<file path="src/rtl/ptw_req_arbiter.sv">
// Shares one page-table-walker port between N_REQ TLBs, round-robin, one walk in flight.
// Latency: grant -> ptw_req_valid next cycle; ptw_resp_valid -> resp_valid next cycle.
// Backpressure: ptw_req_valid/ptw_req_vpn held until ptw_req_ready; no new grant until the walk retires.
module ptw_req_arbiter #(
    parameter int N_REQ = 2,
    parameter int VPN_W = 27,
    parameter int PPN_W = 20
) (
    input  logic                   clock,
    input  logic                   reset,
    input  logic [N_REQ-1:0]       req_valid,
    output logic [N_REQ-1:0]       req_ready,
    input  logic [N_REQ*VPN_W-1:0] req_vpn,
    input  logic                   flush,
    output logic                   ptw_req_valid,
    input  logic                   ptw_req_ready,
    output logic [VPN_W-1:0]       ptw_req_vpn,
    input  logic                   ptw_resp_valid,
    input  logic [PPN_W-1:0]       ptw_resp_ppn,
    input  logic [6:0]             ptw_resp_flags,
    output logic [N_REQ-1:0]       resp_valid,
    output logic [PPN_W-1:0]       resp_ppn,
    output logic [6:0]             resp_flags,
    output logic                   spurious_resp
);

    localparam int ID_W = (N_REQ > 1) ? $clog2(N_REQ) : 1;

    typedef enum logic [1:0] {
        IDLE  = 2'd0,
        ISSUE = 2'd1,
        WAIT  = 2'd2,
        RESP  = 2'd3
    } state_t;

    state_t             state_q, state_d;
    logic [ID_W-1:0]    rr_ptr_q, rr_ptr_d;
    logic [ID_W-1:0]    owner_q, owner_d;
    logic [VPN_W-1:0]   vpn_q, vpn_d;
    logic               kill_q, kill_d;
    logic [PPN_W-1:0]   resp_ppn_q, resp_ppn_d;
    logic [6:0]         resp_flags_q, resp_flags_d;
    logic               spurious_q, spurious_d;

    logic               grant_vld;
    logic [ID_W-1:0]    grant_idx;
    logic [ID_W:0]      scan_idx;
    logic [ID_W-1:0]    rr_next;

    // Scan from the highest offset down so the requester closest to rr_ptr wins.
    // The extra bit on scan_idx lets non-power-of-2 N_REQ wrap by compare.
    always_comb begin
        grant_vld = 1'b0;
        grant_idx = '0;
        scan_idx  = '0;
        for (int k = N_REQ - 1; k >= 0; k--) begin
            scan_idx = {1'b0, rr_ptr_q} + (ID_W+1)'(k);
            if (scan_idx >= (ID_W+1)'(N_REQ)) begin
                scan_idx = scan_idx - (ID_W+1)'(N_REQ);
            end
            if (req_valid[scan_idx[ID_W-1:0]]) begin
                grant_vld = 1'b1;
                grant_idx = scan_idx[ID_W-1:0];
            end
        end
    end

    assign rr_next = (owner_q == ID_W'(N_REQ - 1)) ? '0 : owner_q + ID_W'(1);

    always_comb begin
        state_d      = state_q;
        rr_ptr_d     = rr_ptr_q;
        owner_d      = owner_q;
        vpn_d        = vpn_q;
        kill_d       = kill_q;
        resp_ppn_d   = resp_ppn_q;
        resp_flags_d = resp_flags_q;
        spurious_d   = spurious_q | (ptw_resp_valid && (state_q != WAIT));
        req_ready     = '0;
        ptw_req_valid = 1'b0;
        resp_valid    = '0;

        case (state_q)
            IDLE: begin
                // req_ready is combinational, so mask it while reset is asserted.
                if (grant_vld && !flush && !reset) begin
                    req_ready[grant_idx] = 1'b1;
                    owner_d = grant_idx;
                    vpn_d   = req_vpn[grant_idx*VPN_W +: VPN_W];
                    state_d = ISSUE;
                end
            end
            ISSUE: begin
                ptw_req_valid = 1'b1;
                if (ptw_req_ready) begin
                    kill_d  = flush;
                    state_d = WAIT;
                end else if (flush) begin
                    state_d = IDLE;
                end
            end
            WAIT: begin
                if (flush) begin
                    kill_d = 1'b1;
                end
                if (ptw_resp_valid) begin
                    resp_ppn_d   = ptw_resp_ppn;
                    resp_flags_d = ptw_resp_flags;
                    state_d      = RESP;
                end
            end
            RESP: begin
                if (!kill_q) begin
                    resp_valid[owner_q] = 1'b1;
                end
                kill_d   = 1'b0;
                rr_ptr_d = rr_next;
                state_d  = IDLE;
            end
            default: state_d = IDLE;
        endcase
    end

    always_ff @(posedge clock or posedge reset) begin
        if (reset) begin
            state_q      <= IDLE;
            rr_ptr_q     <= '0;
            owner_q      <= '0;
            vpn_q        <= '0;
            kill_q       <= 1'b0;
            resp_ppn_q   <= '0;
            resp_flags_q <= '0;
            spurious_q   <= 1'b0;
        end else begin
            state_q      <= state_d;
            rr_ptr_q     <= rr_ptr_d;
            owner_q      <= owner_d;
            vpn_q        <= vpn_d;
            kill_q       <= kill_d;
            resp_ppn_q   <= resp_ppn_d;
            resp_flags_q <= resp_flags_d;
            spurious_q   <= spurious_d;
        end
    end

    assign ptw_req_vpn   = vpn_q;
    assign resp_ppn      = resp_ppn_q;
    assign resp_flags    = resp_flags_q;
    assign spurious_resp = spurious_q;

endmodule

</file>
<file path="config.mk">
export PLATFORM = sky130hd
export DESIGN_NAME = ptw_req_arbiter
export DESIGN_NICKNAME = d
export VERILOG_FILES = /design/src/rtl/ptw_req_arbiter.sv
export SDC_FILE = /design/constraint.sdc
export NUM_CORES = 1
export LEC_CHECK = 0
export BUFFER_PORTS_ARGS = -buffer_cell sky130_fd_sc_hd__buf_2
export CORE_UTILIZATION = 45
export CTS_BUF_LIST = sky130_fd_sc_hd__clkbuf_8
export DETAILED_ROUTE_END_ITERATION = 16
export PLACE_DENSITY = 0.8
export SLEW_MARGIN = 25
export SYNTH_ARGS = -nofsm -noshare
export SYNTH_HDL_FRONTEND = slang
export SYNTH_SLANG_ARGS = --single-unit
</file>
<file path="constraint.sdc">
create_clock -name clock -period 2.1 [get_ports clock]
set_clock_uncertainty 0.1 [all_clocks]
set_input_delay 0.105 -clock clock [delete_from_list [all_inputs] [get_ports clock]]
set_output_delay 0.105 -clock clock [all_outputs]
set_load 0.1 [all_outputs]
</file>
# == Word level (Yosys, flattened, before mapping) ==
# Index checks and enable logic that the tools add are counted.
# word_totals
reg_bits,60
input_bits,88
wordCells,73
# classes
add_sub_neg,4
mul,1
magnitude_cmp,8
n_eq_ne,9
shifts,1
n_mux,28
bitwise_logic,1
n_reduce_logical,13
# op_table
cell,count
indexed part select 54 x 7 -> 27 bit,1
2-to-1 mux 1 bit,16
2-to-1 mux 2 bit,8
inequality test 2 bit (second input constant),5
less-than comparator 1 x 2 -> 1 bit (second input constant),4
case mux 2 bit (4 select lines),1
multiplier 1 x 5 -> 6 bit (second input constant),1
AND reduction 3 bit,2
logical AND 1 bit,5
equality test 2 bit (second input constant),2
AND reduction 2 bit,2
inequality test 3 bit (second input constant),1
case mux 1 bit (3 select lines),1
nonzero test 3 bit,1
adder 1 x 1 -> 2 bit (second input constant),1
demux 1 bit (select 1 bit),2
equality test 2 x 1 -> 1 bit (second input constant),1
greater-or-equal comparator 1 bit (second input constant),2
greater-or-equal comparator 1 x 2 -> 1 bit (second input constant),1
greater-or-equal comparator 2 bit (second input constant),1
logical NOT 1 bit,2
logical NOT 2 bit,1
subtractor 1 bit (second input constant),2
adder 1 bit (second input constant),1
bitwise OR 1 bit,1

# == Longest topological paths before layout ==
# depth
ltp_word,13
depth_mapped,6
depth_no_buf,3

# == Least setup slack after synthesis ==
# Ideal clock, no wire load.
# synth_path
path_type,reg2out
start,reg state_q[0]
end,out resp_valid[1]
arrival_ns,2.848
path_slack_ns,-0.953
path_stages_with_launch,3
n_path_buf,0
cell_sequence,dfrtp_1 -> nand2_1 -> nor3b_1
# synth_via
elab_chain_cells,2
# synth_lines
item,line_no,rtl
from (decl),36,"state_t state_q, state_d;"
from (signal assigned),135,state_q <= state_d;
equality test 2 bit,83,case (state_q)
2-to-1 mux 2 bit,83,
to (decl),21,"output logic [N_REQ-1:0] resp_valid,"
# Every way passes these cells.

==> results.sh <==
export IMPL_maxSlewViolCount=0
export IMPL_yosysWarnings=0
export IMPL_critPathTopFamily="buffers and inverters"
export IMPL_whs_ps=299
export IMPL_die_height_um=80.2
export IMPL_ys_seq_area_share_pct=54.6
export IMPL_worstSetupPathDepth=5
export IMPL_rsz0062_at_grt="no"
export IMPL_ys_types=26
export IMPL_wl_um=9530
export IMPL_antenna_found_initial=0
export IMPL_final_layout_size_suffix_gt1_share_pct=43.5
export IMPL_die_area_um2=6430
export IMPL_wl_per_cell_um=17.3
export IMPL_clock_path_buffers=2
export IMPL_required_ps=2270
export IMPL_clkSlewWorstSetupHoldPaths_ps=70
export IMPL_status="finished clean"
export IMPL_relSlewSlack_pct=66.0
export IMPL_maxCapViolations=0
export IMPL_h_tree_depth=3
export IMPL_critPathCaptureType="flip-flop"
export IMPL_postCtsSetupBuffers=0
export IMPL_worstPathArrival_ps=2140
export IMPL_grt_pass1_wl_um=14700
export IMPL_routabilityCongestion=0.743
export IMPL_area_growth_pct=68.3
export IMPL_fill_cells=377
export IMPL_clockRootBuffer="clkbuf_8"
export IMPL_critical_path_class="flip-flop to flip-flop"
export IMPL_clock_latency_ps=340
export IMPL_core_um2=5920
export IMPL_fin_crit_sh_pct=94.1
export IMPL_drt_iter0_markers=127
export IMPL_cp_slowest_cell="dlygate4sd3_1"
export IMPL_grt_max_degree=61
export IMPL_max_freq_mhz=506
export IMPL_timing_rr_end="ptw_req_vpn[17]"
export IMPL_clock_sinks=60
export IMPL_io_buffers=147
export IMPL_ant_nets=0
export IMPL_cp_slowest_stage_delay_ps=580
export IMPL_finalSetupViolCount=0
export IMPL_std_cell_rows=28
export IMPL_drc=0
export IMPL_numCtsBuffers=9
export IMPL_io_pins=148
export IMPL_crit_buf_inv=2
export IMPL_start_util_pct=46.5
export IMPL_vias_per_cell=5.30
export IMPL_layout_nets=559
export IMPL_grt_pass1_vias=3037
export IMPL_start_kind="flip-flop"
export IMPL_grt_use_total_pct=31.0
export IMPL_critPathMaxFanout=27
export IMPL_netlist_area_um2=2750
export IMPL_syn_num_nets=330
export IMPL_ys_ff_latch=60
export IMPL_r2r_cells=5
export IMPL_netlist_instances=242
export IMPL_drt_first_pass_iters=7
export IMPL_hp_class="input pin to asynchronous set/reset pin"
export IMPL_tns_ps=0
export IMPL_fp_dieW_um=80.2
export IMPL_n_antenna_cell=0
export IMPL_path_cells="nor3_4 > buf_6 > a21oi_1 > a31oi_1 > dlygate4sd3_1"
export IMPL_setup_reg_to_reg_worst_slack_ps=120
export IMPL_period_needed_ps=1980
export IMPL_dp_hpwl_um=5050
export IMPL_grt_overflow_total=0
export IMPL_ys_flop_type="dfrtp_1"
export IMPL_avgSynthCellArea_um2=11.4
export IMPL_cts_tree="done"
export IMPL_tightestPinTransition_ps=513
export IMPL_num_vias=2923
export IMPL_final_hold_violation_count=0
export IMPL_async_flop_share_pct=100
export IMPL_synth_edf_count=0
[routing by layer]
metal	up-vias	wire (um)	global-route usage [%]
li1	1350	-	-
met1	1391	3510	33.3
met4	0	216	13.8
met3	20	758	8.30
met2	162	5050	56.4
met5	-	0	0
[cells by family after synthesis]
group                  count (synthesis)  synth area share (%)
buffers and inverters                 25                  4.82
muxes                                 29                  11.8
and+or+nand+nor                       40                  11.0
AOI/OAI and AO/OA                     88                  17.8
DFF                                   60                  54.6
[repair_timing]
item	in CTS	in global routing
hold endpoints to repair	118	0
resized for setup	0	3
hold buffers	85	0
setup endpoints to repair	0	9
[worst max-delay path by stage]
stage	endpoint	slack (ps)	from
4_1_cts	req_ready[1]	50	reset
3_5_place_dp	resp_flags[1]	530	flip-flop
3_3_place_gp	resp_valid[1]	580	state_q[0]
2_1_floorplan	resp_valid[1]	10	state_q[0]
6_report	ptw_req_vpn[17]	120	flip-flop
5_1_grt	ptw_req_vpn[17]	30	state_q[0]
[cell usage in the layout, fill, tap and decap left out, drive strengths merged]
cell         count
a31oi           27
buf            154
nand2            3
a21o             1
nand3b          27
dfrtp           60
mux2i            1
dlygate4sd3     85
nor3b            1
a21oi           27
inv              6
clkinvlp         1
clkbuf           9
nor2             1
bufinv           1
a22o             1
o31ai            1
clkinv           3
o21ai           29
o21ba            1
nor2b            4
and2             2
mux2            28
nor3             2
o21bai           1
[worst reg2reg max path, stage by stage (launching register included)]
cell	delay (ps)
dfrtp_1	480
nor3_4	250
buf_6	250
a21oi_1	110
a31oi_1	160
dlygate4sd3_1	580
[flip-flops by register name, summed over array words and instances, names as in the netlist, named ones only]
name / cells
state_q: 1
ptw_req_vpn: 27
resp_ppn: 20
kill_q: 1
spurious_resp: 1
resp_flags: 7
rr_ptr_q: 1
owner_q: 1
[through the flow]
step	instance area, um^2	cells	util [%]	setup slack, ps
6_report	4630	551	78.2	125
5_1_grt	4630	551	78.2	26.4
4_1_cts	4620	551	78.0	54.5
3_5_place_dp	3580	450	60.5	528
3_3_place_gp	3580	450	60.5	577
2_1_floorplan	2770	242	-	11.3
[synthesized netlist by cell type (2+ instances only)]
cell / instances / area [um^2]
a21oi_1: 27 / 135
a31oi_1: 27 / 169
buf_2: 7 / 35.0
buf_6: 4 / 45.0
clkbuf_1: 10 / 37.5
dfrtp_1: 60 / 1500
inv_1: 4 / 15.0
mux2_2: 28 / 315
nand2_1: 2 / 7.51
nand3b_1: 27 / 203
nor2b_1: 3 / 18.8
o21ai_0: 29 / 145
[final cells by class]
class / count / area (um^2) / share of cell area, %
clock buffer: 9 / 124 / 2.68
clock inverter: 7 / 60.1 / 1.30
inverter: 4 / 15.0 / 0.324
multi-input combinational: 157 / 1150 / 24.8
sequential: 60 / 1500 / 32.4
tap: 75 / 93.8 / 2.03
timing repair buffer: 239 / 1690 / 36.5
Power is left out: the tool's default activity adds up to more than one toggle a clock period on the data nets, which glitch-free logic cannot reach.
